`src/rtl/pipeline_ctrl_pkg.sv`:
```
// Shared types and constants for the pipeline stall/flush sequencer.
package pipe_ctrl_pkg;

    typedef enum logic [1:0] {
        RUN      = 2'd0,
        MEM_WAIT = 2'd1,
        FAULT    = 2'd2
    } pipe_state_e;

    localparam logic [4:0]  REG_ZERO      = 5'd0;
    localparam logic [31:0] STALL_CNT_MAX = 32'hFFFF_FFFF;

endpackage

```
`src/rtl/pipeline_ctrl_hazard_unit.sv`:
```
// Load-use detector: a load in EX whose rd feeds either source of the ID instruction.
module hazard_unit
    import pipe_ctrl_pkg::*;
(
    input  logic [4:0] IDrs1_i,
    input  logic [4:0] IDrs2_i,
    input  logic [4:0] EXrd_i,
    input  logic       EXMemRead_i,
    output logic       loaduse_o
);

    // x0 is hardwired zero, so a load targeting it never creates a dependency.
    assign loaduse_o = EXMemRead_i && (EXrd_i != REG_ZERO) &&
                       ((EXrd_i == IDrs1_i) || (EXrd_i == IDrs2_i));

endmodule

```
`src/rtl/pipeline_ctrl.sv`:
```
// Stall/flush sequencer for the five-stage pipeline: memory wait > branch > load-use.
// Optional memory watchdog enabled with `define PIPE_CTRL_WATCHDOG_EN.
module pipeline_ctrl
    import pipe_ctrl_pkg::*;
#(
    parameter int TIMEOUT_CYCLES = 255,
    parameter int CNT_W          = 8
) (
    input  logic             clk_i,
    input  logic             rst_i,
    input  logic [4:0]       IDrs1_i,
    input  logic [4:0]       IDrs2_i,
    input  logic [4:0]       EXrd_i,
    input  logic             EXMemRead_i,
    input  logic             BranchTaken_i,
    input  logic             MemReq_i,
    input  logic             MemReady_i,
    output logic             PCWrite_o,
    output logic             IF_ID_Write_o,
    output logic             IF_ID_Flush_o,
    output logic             ID_EX_Flush_o,
    output logic             EX_MEM_Write_o,
    output logic             MEM_WB_Bubble_o,
    output logic [31:0]      StallCycles_o,
    output logic             Fault_o,
    output pipe_state_e      state_o,
    output logic [CNT_W-1:0] wait_cnt_o
);

    localparam logic [CNT_W-1:0] TIMEOUT_VAL = CNT_W'(TIMEOUT_CYCLES);

    pipe_state_e      state_q;
    logic [CNT_W-1:0] wait_cnt_q;
    logic [31:0]      stall_cnt_q;
    logic             loaduse;
    logic             memstall;
    logic             in_fault;

    hazard_unit u_hazard (
        .IDrs1_i     (IDrs1_i),
        .IDrs2_i     (IDrs2_i),
        .EXrd_i      (EXrd_i),
        .EXMemRead_i (EXMemRead_i),
        .loaduse_o   (loaduse)
    );

`ifdef PIPE_CTRL_WATCHDOG_EN
    assign in_fault = (state_q == FAULT);
`else
    assign in_fault = 1'b0;
`endif

    // In MEM_WAIT the request is already in flight, so only MemReady_i matters.
    assign memstall = ((state_q == RUN) && MemReq_i && !MemReady_i) ||
                      ((state_q == MEM_WAIT) && !MemReady_i);

    always_comb begin
        PCWrite_o       = 1'b1;
        IF_ID_Write_o   = 1'b1;
        IF_ID_Flush_o   = 1'b0;
        ID_EX_Flush_o   = 1'b0;
        EX_MEM_Write_o  = 1'b1;
        MEM_WB_Bubble_o = 1'b0;
        if (rst_i) begin
            PCWrite_o       = 1'b0;
            IF_ID_Write_o   = 1'b0;
            IF_ID_Flush_o   = 1'b1;
            ID_EX_Flush_o   = 1'b1;
            EX_MEM_Write_o  = 1'b0;
            MEM_WB_Bubble_o = 1'b1;
        end else if (in_fault || memstall) begin
            PCWrite_o       = 1'b0;
            IF_ID_Write_o   = 1'b0;
            EX_MEM_Write_o  = 1'b0;
            MEM_WB_Bubble_o = 1'b1;
        end else if (BranchTaken_i) begin
            IF_ID_Flush_o   = 1'b1;
            ID_EX_Flush_o   = 1'b1;
        end else if (loaduse) begin
            PCWrite_o       = 1'b0;
            IF_ID_Write_o   = 1'b0;
            ID_EX_Flush_o   = 1'b1;
        end
    end

    always_ff @(posedge clk_i) begin
        if (rst_i) begin
            state_q     <= RUN;
            wait_cnt_q  <= '0;
            stall_cnt_q <= '0;
        end else begin
            if (memstall && (stall_cnt_q != STALL_CNT_MAX))
                stall_cnt_q <= stall_cnt_q + 32'd1;
            case (state_q)
                RUN: begin
                    if (MemReq_i && !MemReady_i) begin
                        state_q    <= MEM_WAIT;
                        wait_cnt_q <= '0;
                    end
                end
                MEM_WAIT: begin
                    if (MemReady_i) begin
                        state_q <= RUN;
                    end else begin
                        // Holds at the timeout value so an unbounded wait cannot wrap.
                        if (wait_cnt_q != TIMEOUT_VAL)
                            wait_cnt_q <= wait_cnt_q + CNT_W'(1);
`ifdef PIPE_CTRL_WATCHDOG_EN
                        if (wait_cnt_q == TIMEOUT_VAL - CNT_W'(1))
                            state_q <= FAULT;
`endif
                    end
                end
`ifdef PIPE_CTRL_WATCHDOG_EN
                FAULT: state_q <= FAULT;
`endif
                default: state_q <= RUN;
            endcase
        end
    end

    assign StallCycles_o = stall_cnt_q;
    assign Fault_o       = in_fault;
    assign state_o       = state_q;
    assign wait_cnt_o    = wait_cnt_q;

endmodule

```
`config.mk`:
```
export PLATFORM = sky130hd
export DESIGN_NAME = pipeline_ctrl
export DESIGN_NICKNAME = d
export VERILOG_FILES = /design/src/rtl/pipeline_ctrl_pkg.sv /design/src/rtl/pipeline_ctrl_hazard_unit.sv /design/src/rtl/pipeline_ctrl.sv
export SDC_FILE = /design/constraint.sdc
export NUM_CORES = 1
export LEC_CHECK = 0
export ABC_AREA = 1
export BUFFER_PORTS_ARGS = -buffer_cell sky130_fd_sc_hd__buf_4
export CAP_MARGIN = 15
export CORE_ASPECT_RATIO = 0.8
export CORE_MARGIN = 2
export CORE_UTILIZATION = 35
export CTS_CLUSTER_DIAMETER = 50
export DETAILED_ROUTE_END_ITERATION = 8
export GPL_TIMING_DRIVEN = 0
export RECOVER_POWER = 50
export REMOVE_ABC_BUFFERS = 1
export SETUP_SLACK_MARGIN = 0.05
export SLEW_MARGIN = 15
export SYNTH_ARGS = -nofsm -noshare
export SYNTH_HDL_FRONTEND = slang
export SYNTH_HIERARCHICAL = 1
export SYNTH_SLANG_ARGS = --single-unit
```
`constraint.sdc`:
```
create_clock -name clk_i -period 4.8 [get_ports clk_i]
set_input_delay 1.2 -clock clk_i [delete_from_list [all_inputs] [get_ports clk_i]]
set_output_delay 1.2 -clock clk_i [all_outputs]
set_load 0.005 [all_outputs]
```
* Word level (Yosys, flattened, before mapping)
Cells that the tools add are included.
W data, S select, Z words.
** Storage, ports and cells
- Register bits after elaboration :: 42
- Bits of input ports :: 21
- Logic and storage cells :: 51
** Cells by class
- Add/sub/neg operators :: 2
- Eq/ne operators :: 9
- Muxes and demuxes :: 22
- Reduce and logical (&&, ||, !) cells :: 15
** Operators with widths (number)
- $add A32 B1 Y32 const B :: 1
- $ne A32 B32 Y1 const B :: 1
- $mux W8 :: 3
- $pmux W8 S2 :: 1
- $mux W1 :: 15
- $eq A5 B5 Y1 :: 2
- $add A8 B1 Y8 const B :: 1
- $ne A8 B8 Y1 const B :: 1
- $logic_and A1 B1 Y1 :: 7
- $reduce_bool A5 Y1 :: 1
- $mux W2 :: 2
- $ne A2 B1 Y1 const B :: 2
- $ne A2 B2 Y1 const B :: 2
- $pmux W2 S2 :: 1
- $reduce_and A4 Y1 :: 1
- $eq A2 B1 Y1 const B :: 1
- $logic_not A2 Y1 :: 1
- $logic_or A1 B1 Y1 :: 2
- $reduce_and A2 Y1 :: 1
- $reduce_bool A2 Y1 :: 1
- $logic_not A1 Y1 :: 1

* Longest topological paths before layout
- Depth after elaboration :: 7
- Gate-level depth with buffers :: 10
- Depth with buffers taken out :: 10

* Modules after synthesis
Netlist, hierarchy kept.
** Modules (own cells, without submodules)
- pipeline_ctrl :: instances 1, cells an instance 401, area an instance 2464.9 um^2, sequential area each 820.8 um^2
- hazard_unit :: instances 1, cells an instance 45, area an instance 195.2 um^2, sequential area each 0.0 um^2

* Worst setup path after synthesis
No wires, ideal clock.
- Path type :: input to output
- From :: input MemReq_i
- To :: output PCWrite_o
- Arrival time :: 2.161 ns
- Required time :: 3.600 ns
- Setup slack :: 1.439 ns
- Cell stages on the path :: 7
- Buffers on the path :: 2
- Path through :: nor2_2 > nor2_8 > buf_2 > nor2_1 > inv_1 > a21oi_1 > buf_4
** On the way
- Cells in the longest elaborated chain, start to end :: 5
** Ends and longest elaborated chain
- from (decl) :: RTL line pipeline_ctrl.sv:16 : input logic MemReq_i,
- $logic_and A1 B1 Y1 (2 in a row) :: RTL line pipeline_ctrl.sv:54 : assign memstall = ((state_q == RUN) && MemReq_i && !MemReady_i) ||
- $logic_or A1 B1 Y1 :: RTL line pipeline_ctrl.sv:54
- $mux W1 (2 in a row)
- to (decl) :: RTL line pipeline_ctrl.sv:18 : output logic PCWrite_o,
No other way between the ends.

* Final worst setup path
- From :: input rst_i
- To :: output ID_EX_Flush_o
** On the way
- Cells in the longest elaborated chain, start to end :: 1
** Ends and longest elaborated chain
- from (decl) :: RTL line pipeline_ctrl.sv:10 : input logic rst_i,
- $mux W1 :: RTL line pipeline_ctrl.sv:64 : if (rst_i) begin
- to (decl) :: RTL line pipeline_ctrl.sv:21 : output logic ID_EX_Flush_o,
No other way between the ends.

==> out/summary.txt <==
Status - completed
Pin count of the biggest net entering global routing - 36
Layout cells sized above 1 - 17.5%
Layout Nets - 530
Post-synthesis register bit count - 41
Clk Latency, worst-skew pair - 0.31 ns
Hold_ws - 0.477 ns
Cells on worst reg2reg path - 9
Min setup slack post-route - 1.06 ns
Max Cap Viol - 0
Routability cong. - 0.937
Syn-to-layout area delta - 23.5%
Area leader, netlist - dfxtp_1
Vias - 2841
Req. time, crit path - 3.60 ns
Diodes inserted - 0
Finished Core Util - 44.4%
Power per cell area - 215 nW/um^2
Initial Utilization - 36.0%
Worst slew pin tran - 1.01 ns
DRT Pass-1 Iters - 5
RSZ-0062 raised after global routing - no
WL/cell - 11.4 um
Die X - 101 um
Sequential element share of the synthesized area - 30.9%
GRT Overall Usage - 17.6%
Setup tns final - 0 ns
Die area - 8320 um^2
Die Ht - 82.0 um
DR DRC count - 0
H-Tree Depth - 2
Final hold vios - 0
Clock-pin slew on the worst setup and hold paths - 0.09 ns
Synth unique cells - 32
Worst vdd ir - 0.120 mV
Post-DP HPWL - 5170 um
P_leak - 1.42 nW
DR vias/cell - 4.63
Grt total ovfl - 0
FP Rows - 28
# Post-CTS Setup Buffers - 0
CTS tree - done
Worst setup EP type - output pin
Global-route wire length before repair - 11700 um
Port bufs - 67
CTS max path bufs - 2
Worst EP arrival - 2.54 ns
Slew Limit Fails - 0
Max_slew headroom - 32.3%
Vias in the first global route - 2449
CP Launch Type - input port
Syn_area_per_cell - 5.96 um^2
Final WL - 6970 um
Max frequency - 267 MHz
Setup violators final - 0
Final Skew - 0.0118 ns
CTS buffer count - 5
Clock Sinks - 41
Worst Hold Depth - 2
Mapped Cells - 446
Clock root cell - clkbuf_8
Core Box Area - 7390 um^2
Initial antenna violation count - 0
Dpl cells - 605
Hold crit path type - reg -> reg
Post-route ant nets - 0
Post-Place Setup Slack - 1.07 ns
Starting DRT DRC Count - 127
Quantity of hold-fixing buffers added after cts - 0
Area share of the largest cell type after synthesis - 30.9%
Synth Cell Area - 2660 um^2
Post-CTS Resized - 0
Fin crit share - 78.0%
Tmin final - 3.74 ns
Synth Warn # - 6
Worst-path fanout max - 30
Ports - 70
Leading post-synthesis cells by cell area - dfxtp_1 (31%), nand2_1 (18%), nor2_1 (14%), nand3_1 (7.9%), inv_1 (5.5%)
WS Path Type - in -> out
Layout Cells excl Fill - 613
## cells in the final DEF, fill, tap and decap left out
cell type / count
o21ai_1: 1
nand3_1: 42
nor2_8: 1
o21bai_1: 1
ha_1: 2
a21oi_1: 28
nor3_2: 1
clkinvlp_4: 1
a21oi_2: 1
nor2_1: 98
nand3_2: 1
clkbuf_8: 5
nand3b_4: 1
clkbuf_1: 4
xor2_1: 2
nand4_1: 7
nand2_2: 1
nor3b_1: 2
and2_1: 2
clkbuf_4: 34
nor3_1: 7
buf_4: 29
nor2_2: 3
nand2_1: 129
dfxtp_1: 41
nor2_4: 1
o21ai_0: 6
inv_2: 8
clkinv_4: 1
bufinv_16: 1
conb_1: 2
xnor2_1: 4
inv_1: 39
a31oi_1: 2
## flip-flops by register name (all words and copies together), names as in the netlist
register       cells
wait_cnt_o         8
state_o            1
StallCycles_o     32
## metal layers
metal | part of all wire (%) | track usage, % | wire [um] | vias up
met1 | 53 | 25.6 | 3670 | 1253
li1 | - | - | - | 1521
met5 | 0 | 0 | 0 | -
met2 | 42 | 27.1 | 2930 | 60
met3 | 4.3 | 2.89 | 301 | 7
met4 | 1.0 | 4.32 | 70 | 0
## cell families after synthesis
group / synth area share (%)
other cells: 0.141
simple gates: 48.2
buf+inv: 10.2
xor+xnor: 1.98
flops: 30.9
compound gates: 7.67
fa+ha+maj: 0.941
## power by group
group | switching, W | internal, W | leakage, nW
Sequential | 0.00000290 | 0.000342 | 0.331
Clock | 0.000136 | 0.000156 | 0.0543
Combinational | 0.0000396 | 0.0000307 | 1.03
## worst max-delay path, cell delays in order
cell	delay, ns
buf_4	0.15
inv_1	0.74
o21ai_0	0.24
buf_4	0.21
## Yosys cell counts
cell type	instances
nor2_4	2
nand3_1	42
xor2_1	2
o21bai_1	1
nand3b_4	1
a21oi_2	1
nor3_1	7
buf_4	4
dfxtp_1	41
o21ai_1	1
nand2_1	126
inv_1	39
buf_1	1
nand4_1	7
nand3_2	1
inv_2	8
and2_1	2
nor2_8	1
nor3b_1	2
nor3_2	1
xnor2_1	4
buf_6	3
nor2_2	4
o21ai_0	6
ha_1	2
a21oi_1	28
a31oi_1	2
nor2_1	96
buf_2	4
clkbuf_1	2
conb_1	1
nand2_2	4
## area by class of cell
class	instances	area [um^2]
Clock buffer	5	68.8
Inverter	47	176
Sequential cell	41	821
Timing Repair Buffer	67	488
Fill cell	794	4110
Clock inverter	3	46.3
Multi-Input combinational cell	345	1550
Tap cell	105	131
## metrics by stage
| step | cell area, um^2 | total power [W] |
|---|---|---|
| after floorplan | 2570 | 0.000389 |
| after global placement | 3200 | 0.000424 |
| final | 3290 | 0.000708 |
| after detailed placement | 3200 | 0.000425 |
| after CTS | 3320 | 0.000719 |
| after global routing | 3290 | 0.000741 |
## path summary, 6_finish.rpt
kind / endpoint / start / slack, ns
hold / removal: wait_cnt_o[4] / wait_cnt_o[4] / 0.48
setup / recovery: ID_EX_Flush_o / rst_i / 1.06
setup reg to reg: StallCycles_o[2] / StallCycles_o[0] / 2.60
hold reg to reg: wait_cnt_o[4] / wait_cnt_o[4] / 0.48
Note: power is estimated with default switching activity, not from simulation.
